[config.mk]
export PLATFORM = sky130hd
export DESIGN_NAME = bus_arbiter
export DESIGN_NICKNAME = d
export VERILOG_FILES = /design/src/rtl/bus_arbiter_pkg.sv /design/src/rtl/bus_arbiter_rr_sel.sv /design/src/rtl/bus_arbiter.sv
export SDC_FILE = /design/constraint.sdc
export NUM_CORES = 1
export LEC_CHECK = 0
export CORE_MARGIN = 2
export CORE_UTILIZATION = 25
export CTS_CLUSTER_SIZE = 25
export DETAILED_ROUTE_END_ITERATION = 12
export PLACE_DENSITY = 0.65
export SKIP_LAST_GASP = 1
export SYNTH_ARGS = -nofsm -noshare
export SYNTH_HDL_FRONTEND = slang
export SYNTH_SLANG_ARGS = --single-unit
[constraint.sdc]
create_clock -name cpu_clk -period 1.76 [get_ports cpu_clk]
set_clock_uncertainty 0.05 [all_clocks]
set_input_delay 0.528 -clock cpu_clk [delete_from_list [all_inputs] [get_ports cpu_clk]]
set_output_delay 0.528 -clock cpu_clk [all_outputs]
set_load 0.005 [all_outputs]
[src/rtl/bus_arbiter_pkg.sv]
// bus_arbiter_pkg: shared state encoding, port ids and widths for the bus arbiter.
package bus_arbiter_pkg;
    typedef enum logic {
        IDLE   = 1'b0,
        ACCESS = 1'b1
    } state_t;
    localparam logic PORT0 = 1'b0;
    localparam logic PORT1 = 1'b1;
    localparam int   AW    = 32;
    localparam int   DW    = 32;
endpackage

[src/rtl/bus_arbiter_rr_sel.sv]
// arb_rr_sel: two-requester round-robin pick; on a tie the port not served last wins.
module arb_rr_sel
    import bus_arbiter_pkg::*;
(
    input  logic [1:0] i_req,
    input  logic       i_last,
    output logic [1:0] o_gnt
);
    always_comb o_gnt = (&i_req) ? ((i_last == PORT1) ? 2'b01 : 2'b10) : i_req;
endmodule

[src/rtl/bus_arbiter.sv]
// bus_arbiter: shares one bridge/DRAM bus between the CPU MEM stage (m0) and a DMA/loader (m1).
// Reads wait RD_LAT extra access cycles before bus_rdata is captured; writes take one access cycle.
module bus_arbiter
    import bus_arbiter_pkg::*;
#(
    parameter int RD_LAT = 1
) (
    input  logic          cpu_clk,
    input  logic          cpu_rst,
    input  logic          m0_req,
    input  logic          m0_wen,
    input  logic [AW-1:0] m0_addr,
    input  logic [DW-1:0] m0_wdata,
    output logic [DW-1:0] m0_rdata,
    output logic          m0_ack,
    output logic          m0_stall,
    input  logic          m1_req,
    input  logic          m1_wen,
    input  logic [AW-1:0] m1_addr,
    input  logic [DW-1:0] m1_wdata,
    output logic [DW-1:0] m1_rdata,
    output logic          m1_ack,
    output logic [AW-1:0] bus_addr,
    output logic          bus_wen,
    output logic [DW-1:0] bus_wdata,
    input  logic [DW-1:0] bus_rdata,
    output logic          bus_busy
);
    localparam logic [1:0] LAT = 2'(RD_LAT);

    state_t        r_state, w_next;
    logic [1:0]    r_cnt;
    logic          r_id, r_wen, r_last, r_ack0, r_ack1;
    logic [AW-1:0] r_addr;
    logic [DW-1:0] r_wdata, r_rdata0, r_rdata1;
    logic [1:0]    w_elig, w_gnt;
    logic          w_grant, w_done, w_win, w_access;

    // a port whose ack is showing this cycle already got its data; its held req is stale
    assign w_elig   = {m1_req & ~r_ack1, m0_req & ~r_ack0};
    assign w_win    = w_gnt[1];
    assign w_access = (r_state == ACCESS);
    assign w_grant  = (r_state == IDLE) && (|w_gnt);
    assign w_done   = w_access && (r_wen || r_cnt == 2'd0);

    arb_rr_sel u_sel (
        .i_req (w_elig),
        .i_last(r_last),
        .o_gnt (w_gnt)
    );

    always_ff @(posedge cpu_clk) begin
        if (cpu_rst) r_state <= IDLE;
        else         r_state <= w_next;
    end

    always_comb begin
        w_next = r_state;
        w_next = w_grant ? ACCESS : (w_done ? IDLE : r_state);
    end

    always_ff @(posedge cpu_clk) begin
        if (cpu_rst) begin
            r_cnt    <= 2'd0;
            r_id     <= PORT0;
            r_wen    <= 1'b0;
            r_last   <= PORT1;
            r_ack0   <= 1'b0;
            r_ack1   <= 1'b0;
            r_addr   <= '0;
            r_wdata  <= '0;
            r_rdata0 <= '0;
            r_rdata1 <= '0;
        end else begin
            r_ack0 <= w_done && (r_id == PORT0);
            r_ack1 <= w_done && (r_id == PORT1);
            if (w_grant) begin
                r_id    <= w_win;
                r_last  <= w_win;
                r_wen   <= w_win ? m1_wen : m0_wen;
                r_addr  <= w_win ? m1_addr : m0_addr;
                r_wdata <= w_win ? m1_wdata : m0_wdata;
                r_cnt   <= LAT;
            end else if (w_access && r_cnt != 2'd0) begin
                r_cnt <= r_cnt - 2'd1;
            end
            if (w_done && !r_wen && r_id == PORT0) r_rdata0 <= bus_rdata;
            if (w_done && !r_wen && r_id == PORT1) r_rdata1 <= bus_rdata;
        end
    end

    assign bus_busy  = w_access;
    assign bus_addr  = w_access ? r_addr : '0;
    assign bus_wdata = w_access ? r_wdata : '0;
    assign bus_wen   = w_access & r_wen;
    assign m0_rdata  = r_rdata0;
    assign m1_rdata  = r_rdata1;
    assign m0_ack    = r_ack0;
    assign m1_ack    = r_ack1;
    assign m0_stall  = m0_req & ~r_ack0;
endmodule

==> Yosys cells after proc, flatten, opt, wreduce, memory -nomap -nowiden <==
Index checks and enable logic that the tools add are counted.
{ "totals": {"inputBits": 166, "word_cells": 48, "reg_bits": 136, "output_inout_bits": 133} }
{ "classes": {"bitwise": 7, "reduce_logical": 17, "n_addsub": 1, "n_mux": 11} }
{ "op_table": {"columns": ["operator", "count"], "rows": [
  ["2-to-1 mux 32 bit", 4],
  ["logical AND 1 bit", 8],
  ["nonzero test 2 bit", 3],
  ["2-to-1 mux 1 bit", 5],
  ["2-to-1 mux 2 bit", 2],
  ["inverter 1 bit", 4],
  ["OR reduction 2 bit", 2],
  ["AND 1 bit", 3],
  ["zero test 2 bit", 1],
  ["AND reduction 2 bit", 1],
  ["subtractor 2 x 1 -> 2 bit (second input constant)", 1],
  ["zero test 1 bit", 1],
  ["logical OR 1 bit", 1]
]} }

==> Longest topological paths before layout <==
{ "logic_depth": {"ltp_word": 7, "mapped_depth": 8, "ltp_nobuf": 6} }

==> By module <==
From an unflattened synthesis, not the netlist that was laid out.
{ "unflattened": {"cells_unflattened": 609, "area_unflattened_um2": 5754.3} }
{ "modules_own_cells": {"columns": ["mod", "area_each_um2", "seq_area_each_um2", "instances", "cells_each"], "rows": [
  ["bus_arbiter", 5735.5, 2722.6, 1, 606],
  ["arb_rr_sel", 18.8, 0.0, 1, 3]
]} }

==> Least setup slack after synthesis <==
Ideal clock, no wire load.
{ "synth_timing": {"path_type": "register to output", "from": "reg r_state, in the netlist bus_busy", "to": "out bus_wdata[10]", "arrival_ns": 1.054, "setup_slack_ns": 0.128, "path_stages_with_launch": 5, "t_required_ns": 1.182, "path_buffers": 3, "cell_sequence": "dfxtp_1 > buf_4 > clkbuf_1 > clkbuf_1 > and2_1"} }
{ "synth_between": {"elab_chain_len": 1} }
{ "synth_rtl": {"columns": ["item", "line_no", "text"], "rows": [
  ["start, declared", "bus_arbiter.sv:31", "state_t r_state, w_next;"],
  ["start signal, assigned", "bus_arbiter.sv:54", "else r_state <= w_next;"],
  ["2-to-1 mux 32 bit", "bus_arbiter.sv:94", "assign bus_wdata = w_access ? r_wdata : '0;"],
  ["end, declared", "bus_arbiter.sv:25", "output logic [DW-1:0] bus_wdata,"]
]} }
Every way passes these cells.

==> Worst setup path in the final report <==
{ "layout_timing": {"from": "reg r_state, in the netlist bus_busy", "to": "out bus_wdata[3]"} }
Same word-level chain as after synthesis.

==> run_summary.xml <==
<?xml version="1.0" encoding="UTF-8"?>
<metrics>
  <group name="synth">
    <metric name="yosys-mux-area-fraction" unit="%">11.6</metric>
    <metric name="synth-adder-area-share" unit="%">0.222</metric>
    <metric name="syn_inst" unit="">606</metric>
    <metric name="synth_area_in_compound_gates" unit="%">17.0</metric>
    <metric name="synth_flop_cell" unit="">dfxtp_1</metric>
    <metric name="xor_xnor_share_of_the_synthesized_area" unit="%">0.156</metric>
    <metric name="yosysMostFrequentCell" unit="">dfxtp_1</metric>
    <metric name="simple_gate_fraction_of_synth_area" unit="%">17.3</metric>
    <metric name="synth_cell_types" unit="">28</metric>
    <metric name="synth_edf_count" unit="">0</metric>
    <metric name="mappedNetlistNets" unit="">773</metric>
    <metric name="synth_top_area_share" unit="%">48.4</metric>
    <metric name="synth_top_cells_by_count" unit="">dfxtp_1 (136), nand2_1 (129), a21oi_1 (68)</metric>
    <metric name="syn_area" unit="µm²">5620</metric>
    <metric name="yosysTopAreaCell" unit="">dfxtp_1</metric>
    <metric name="yosys_register_bits" unit="">136</metric>
    <metric name="yosys-top-cells-area" unit="">dfxtp_1 (48%), mux2i_1 (12%), o2bb2ai_1 (10%)</metric>
    <metric name="largest_family_of_logic_cells_by_synthesized_area" unit="">simple AND/OR/NAND/NOR gates</metric>
    <metric name="post_synth.cell_area_avg" unit="µm²">9.28</metric>
    <metric name="seq_total_area_yosys" unit="%">48.4</metric>
    <metric name="ys.warnings.count" unit="">0</metric>
    <metric name="share_of_synthesized_registers_carrying_an_async_set_or_reset" unit="%">0</metric>
  </group>
  <group name="setup_path">
    <metric name="timing.reg2reg.worst_path_depth" unit="">9</metric>
    <metric name="cp_top_family" unit="">buffers and inverters</metric>
    <metric name="arrival" unit="ns">1.42</metric>
    <metric name="cp_num_buf_inv" unit="">4</metric>
    <metric name="critPathRequiredTime" unit="ns">1.18</metric>
    <metric name="worstPathCellList" unit="">buf_12 &gt; buf_8 &gt; buf_6 &gt; and2_4 &gt; buf_6</metric>
    <metric name="worstSetupPathDepth" unit="">5</metric>
    <metric name="criticalPathCategory" unit="">reg -&gt; out</metric>
    <metric name="worstSetupEndpointType" unit="">output pin</metric>
    <metric name="crit_path_top_delay_cell" unit="">dfxtp_4</metric>
    <metric name="max_stage_delay" unit="ns">0.38</metric>
    <metric name="crit_path_start_kind" unit="">flop</metric>
    <metric name="critPathMaxFanout" unit="">5</metric>
    <metric name="crit_path_frequent_cell" unit="">buf_6</metric>
  </group>
  <group name="drt">
    <metric name="drt-initial-drc-count" unit="">197</metric>
    <metric name="drt-total-wl" unit="µm">24200</metric>
    <metric name="per_cell_routed_wire_length" unit="µm">19.4</metric>
    <metric name="met3_length" unit="µm">1550</metric>
    <metric name="dr_total_vias" unit="">5862</metric>
    <metric name="drt.antenna.violating_nets" unit="">0</metric>
    <metric name="post_drt_via_cell_ratio" unit="">4.72</metric>
    <metric name="firstDrtPassIters" unit="">4</metric>
    <metric name="drc" unit="">0</metric>
    <metric name="wl_met2" unit="µm">12700</metric>
    <metric name="top_layer_used" unit="">met4</metric>
    <metric name="met1_length" unit="µm">9460</metric>
  </group>
  <group name="clocking">
    <metric name="clk_pin_slew_worst_paths" unit="ns">0.06</metric>
    <metric name="worst_skew_pair.late_latency" unit="ns">0.41</metric>
    <metric name="cts.htree.levels" unit="">4</metric>
    <metric name="tritoncts" unit="">built</metric>
    <metric name="clockRootBuffer" unit="">clkbuf_16</metric>
    <metric name="post_cts_hold_buffer_count" unit="">0</metric>
    <metric name="numClockSinks" unit="">136</metric>
    <metric name="max-clock-path-buffers" unit="">2</metric>
    <metric name="numCtsBuffers" unit="">17</metric>
  </group>
  <group name="global_routing">
    <metric name="maximum_number_of_pins_on_one_net_before_global_route_repair" unit="">66</metric>
    <metric name="total_global_routing_track_utilization" unit="%">17.9</metric>
    <metric name="number_of_global_route_vias_before_repair" unit="">5689</metric>
    <metric name="grt_remaining_overflow" unit="">0</metric>
    <metric name="grt_first_pass_wirelength" unit="µm">32600</metric>
    <metric name="grt_antenna_before_repair" unit="">0</metric>
  </group>
  <group name="status">
    <metric name="outcome" unit="">finished, violations left</metric>
    <metric name="violations" unit="">setup timing</metric>
  </group>
  <group name="die">
    <metric name="core_area" unit="µm²">22000</metric>
    <metric name="die-height" unit="µm">154</metric>
    <metric name="dieWidth" unit="µm">154</metric>
    <metric name="die-area" unit="µm²">23700</metric>
    <metric name="core.rowCount" unit="">54</metric>
    <metric name="ioPinCount" unit="">299</metric>
    <metric name="floorplan.initialDensity" unit="%">25.6</metric>
  </group>
  <group name="sta">
    <metric name="period_needed" unit="ns">2.00</metric>
    <metric name="max_slew.worst_pin.slew" unit="ns">0.455</metric>
    <metric name="report.final.slew_viol_count" unit="">0</metric>
    <metric name="maxSlewHeadroom" unit="%">69.6</metric>
    <metric name="max_freq" unit="MHz">501</metric>
    <metric name="grt_setup_unrepaired" unit="">true</metric>
    <metric name="post-route-period-util" unit="%">114</metric>
    <metric name="totalNegativeSetupSlack" unit="ns">-11.96</metric>
    <metric name="postLayoutSetupSlackWorst" unit="ns">-0.238</metric>
    <metric name="timing_hold_violations_final" unit="">0</metric>
    <metric name="setup-violations-final" unit="">119</metric>
  </group>
  <group name="placed_design">
    <metric name="dp_hpwl" unit="µm">13700</metric>
    <metric name="place_congestion" unit="">0.757</metric>
    <metric name="port_buffers" unit="">298</metric>
    <metric name="post_dp_cell_area" unit="µm²">9070</metric>
  </group>
  <group name="power_and_ir_drop">
    <metric name="swShare" unit="%">26.1</metric>
    <metric name="p_per_area" unit="nW/µm²">836</metric>
    <metric name="combinational_share_of_power" unit="%">24.0</metric>
    <metric name="p_clk_share" unit="%">40.5</metric>
    <metric name="static-leakage-power" unit="nW">5.14</metric>
    <metric name="ir_drop" unit="V">0.000591</metric>
    <metric name="switchingPower" unit="mW">2.55</metric>
    <metric name="seq_power_share" unit="%">35.5</metric>
    <metric name="internal_power" unit="mW">7.22</metric>
  </group>
  <group name="cells_and_area">
    <metric name="design_area" unit="µm²">11700</metric>
    <metric name="diodes" unit="">0</metric>
    <metric name="fillerInstances" unit="">1976</metric>
    <metric name="final_net_count" unit="">1119</metric>
    <metric name="synthToLayoutAreaGrowth" unit="%">108</metric>
    <metric name="layout-drive-gt1-share" unit="%">42.3</metric>
  </group>
  <group name="hold_path">
    <metric name="worst_hold_path_type" unit="">reg -&gt; reg</metric>
    <metric name="worstHoldPathCells" unit="">2</metric>
  </group>
  <group name="job">
    <metric name="max_cap_viol_count" unit="">0</metric>
  </group>
</metrics>
layer usage:
metal  global-route usage (%)  up-vias
met5                        0        -
met4                     4.23        0
met3                     5.36       32
met2                     32.2      239
met1                     20.7     2807
li1                         -     2784
layout make-up:
class	count	area, µm²	share of cell area (%)
tap	280	350	3.00
clock inverter	11	196	1.68
inverter	5	18.8	0.161
timing repair buffer	377	4210	36.0
clock buffer	19	443	3.79
multi-input combinational	415	3730	32.0
sequential	136	2730	23.4
layout by cell type, fill, tap and decap left out, drive strengths merged:
master         netlist  layout
mux2i               65      65
nand3b               1       1
bufinv               0       5
and2                65      65
nand2b               3       3
inv                  5       7
or3b                 1       1
or2                  1       1
o21ai                1       1
ha                   1       1
nor2                 7       7
a2bb2oi              1       1
nor2b                1       1
o2bb2ai             65      65
xnor2                1       1
clkinv               0       2
nand2              129     130
dlygate4sd2          0      67
dfxtp              136     136
a2111oi              1       1
a21oi               68      68
clkinvlp             0       2
buf                 33     138
a21o                 2       2
clkbuf              18      27
clkdlybuf4s50        0     163
clkdlybuf4s15        0       1
o211ai               1       1
final timing paths:
path / slack (ns) / to / start
max: -0.24 / bus_wdata[3] / bus_busy$_SDFFE_PP0P_
min: 0.40 / m0_rdata[11]$_SDFFE_PP0P_ / m0_rdata[11]$_SDFFE_PP0P_
max reg2reg: -0.09 / m1_rdata[14]$_SDFFE_PP0P_ / bus_busy$_SDFFE_PP0P_
min reg2reg: 0.40 / m0_rdata[11]$_SDFFE_PP0P_ / m0_rdata[11]$_SDFFE_PP0P_
repair_timing:
action                                  4_1_cts  5_1_grt
buffers inserted                             21        9
gates cloned                                 17       11
gates resized for setup                     459      270
endpoints found under the setup margin      144      197
pin swaps                                    16      112
power groups by stage:
stage | sequential [mW] | clock [mW] | combinational (mW)
6_report | 3.47 | 3.96 | 2.34
5_1_grt | 3.49 | 4.19 | 2.49
4_1_cts | 3.44 | 4.06 | 2.05
3_5_place_dp | 3.48 | 0 | 1.61
3_3_place_gp | 3.49 | 0 | 1.60
2_1_floorplan | 3.47 | 0 | 0.669
cell families (layout without fill, tap and decap cells):
family                     count (synthesis)  count (layout)
and+or+nand+nor                          208             209
xor gates and xnor gates                   1               1
buffers and inverters                     56             412
muxes                                     65              65
adders and majority gates                  1               1
AOI/OAI and AO/OA                        139             139
DFF                                      136             136
state kept, by name, indices dropped and copies added (netlist names):
signal,cells
r_wdata,32
r_last,1
m0_ack,1
bus_busy,1
r_addr,32
m1_ack,1
m1_rdata,32
r_wen,1
r_id,1
r_cnt,2
m0_rdata,32
worst reg2reg max path: cells and delay by family (launching register included):
family                 cells  cell delay, ns
buffers and inverters      5            0.74
AOI/OAI and AO/OA          1            0.05
and+or+nand+nor            3            0.48
DFF                        1            0.40
per-stage QoR:
step	total power, mW	hold slack [ns]	cells	utilization, %	setup slack (ns)
2_1_floorplan	4.13	0.374	606	-	0.128
3_3_place_gp	5.09	0.387	1164	41.3	-0.484
3_5_place_dp	5.10	0.391	1164	41.3	-0.497
4_1_cts	9.55	0.398	1231	47.7	-0.288
5_1_grt	10.2	0.419	1243	53.2	-0.281
6_report	9.77	0.400	1243	53.2	-0.238
Note: power is estimated with default switching activity, not from simulation.
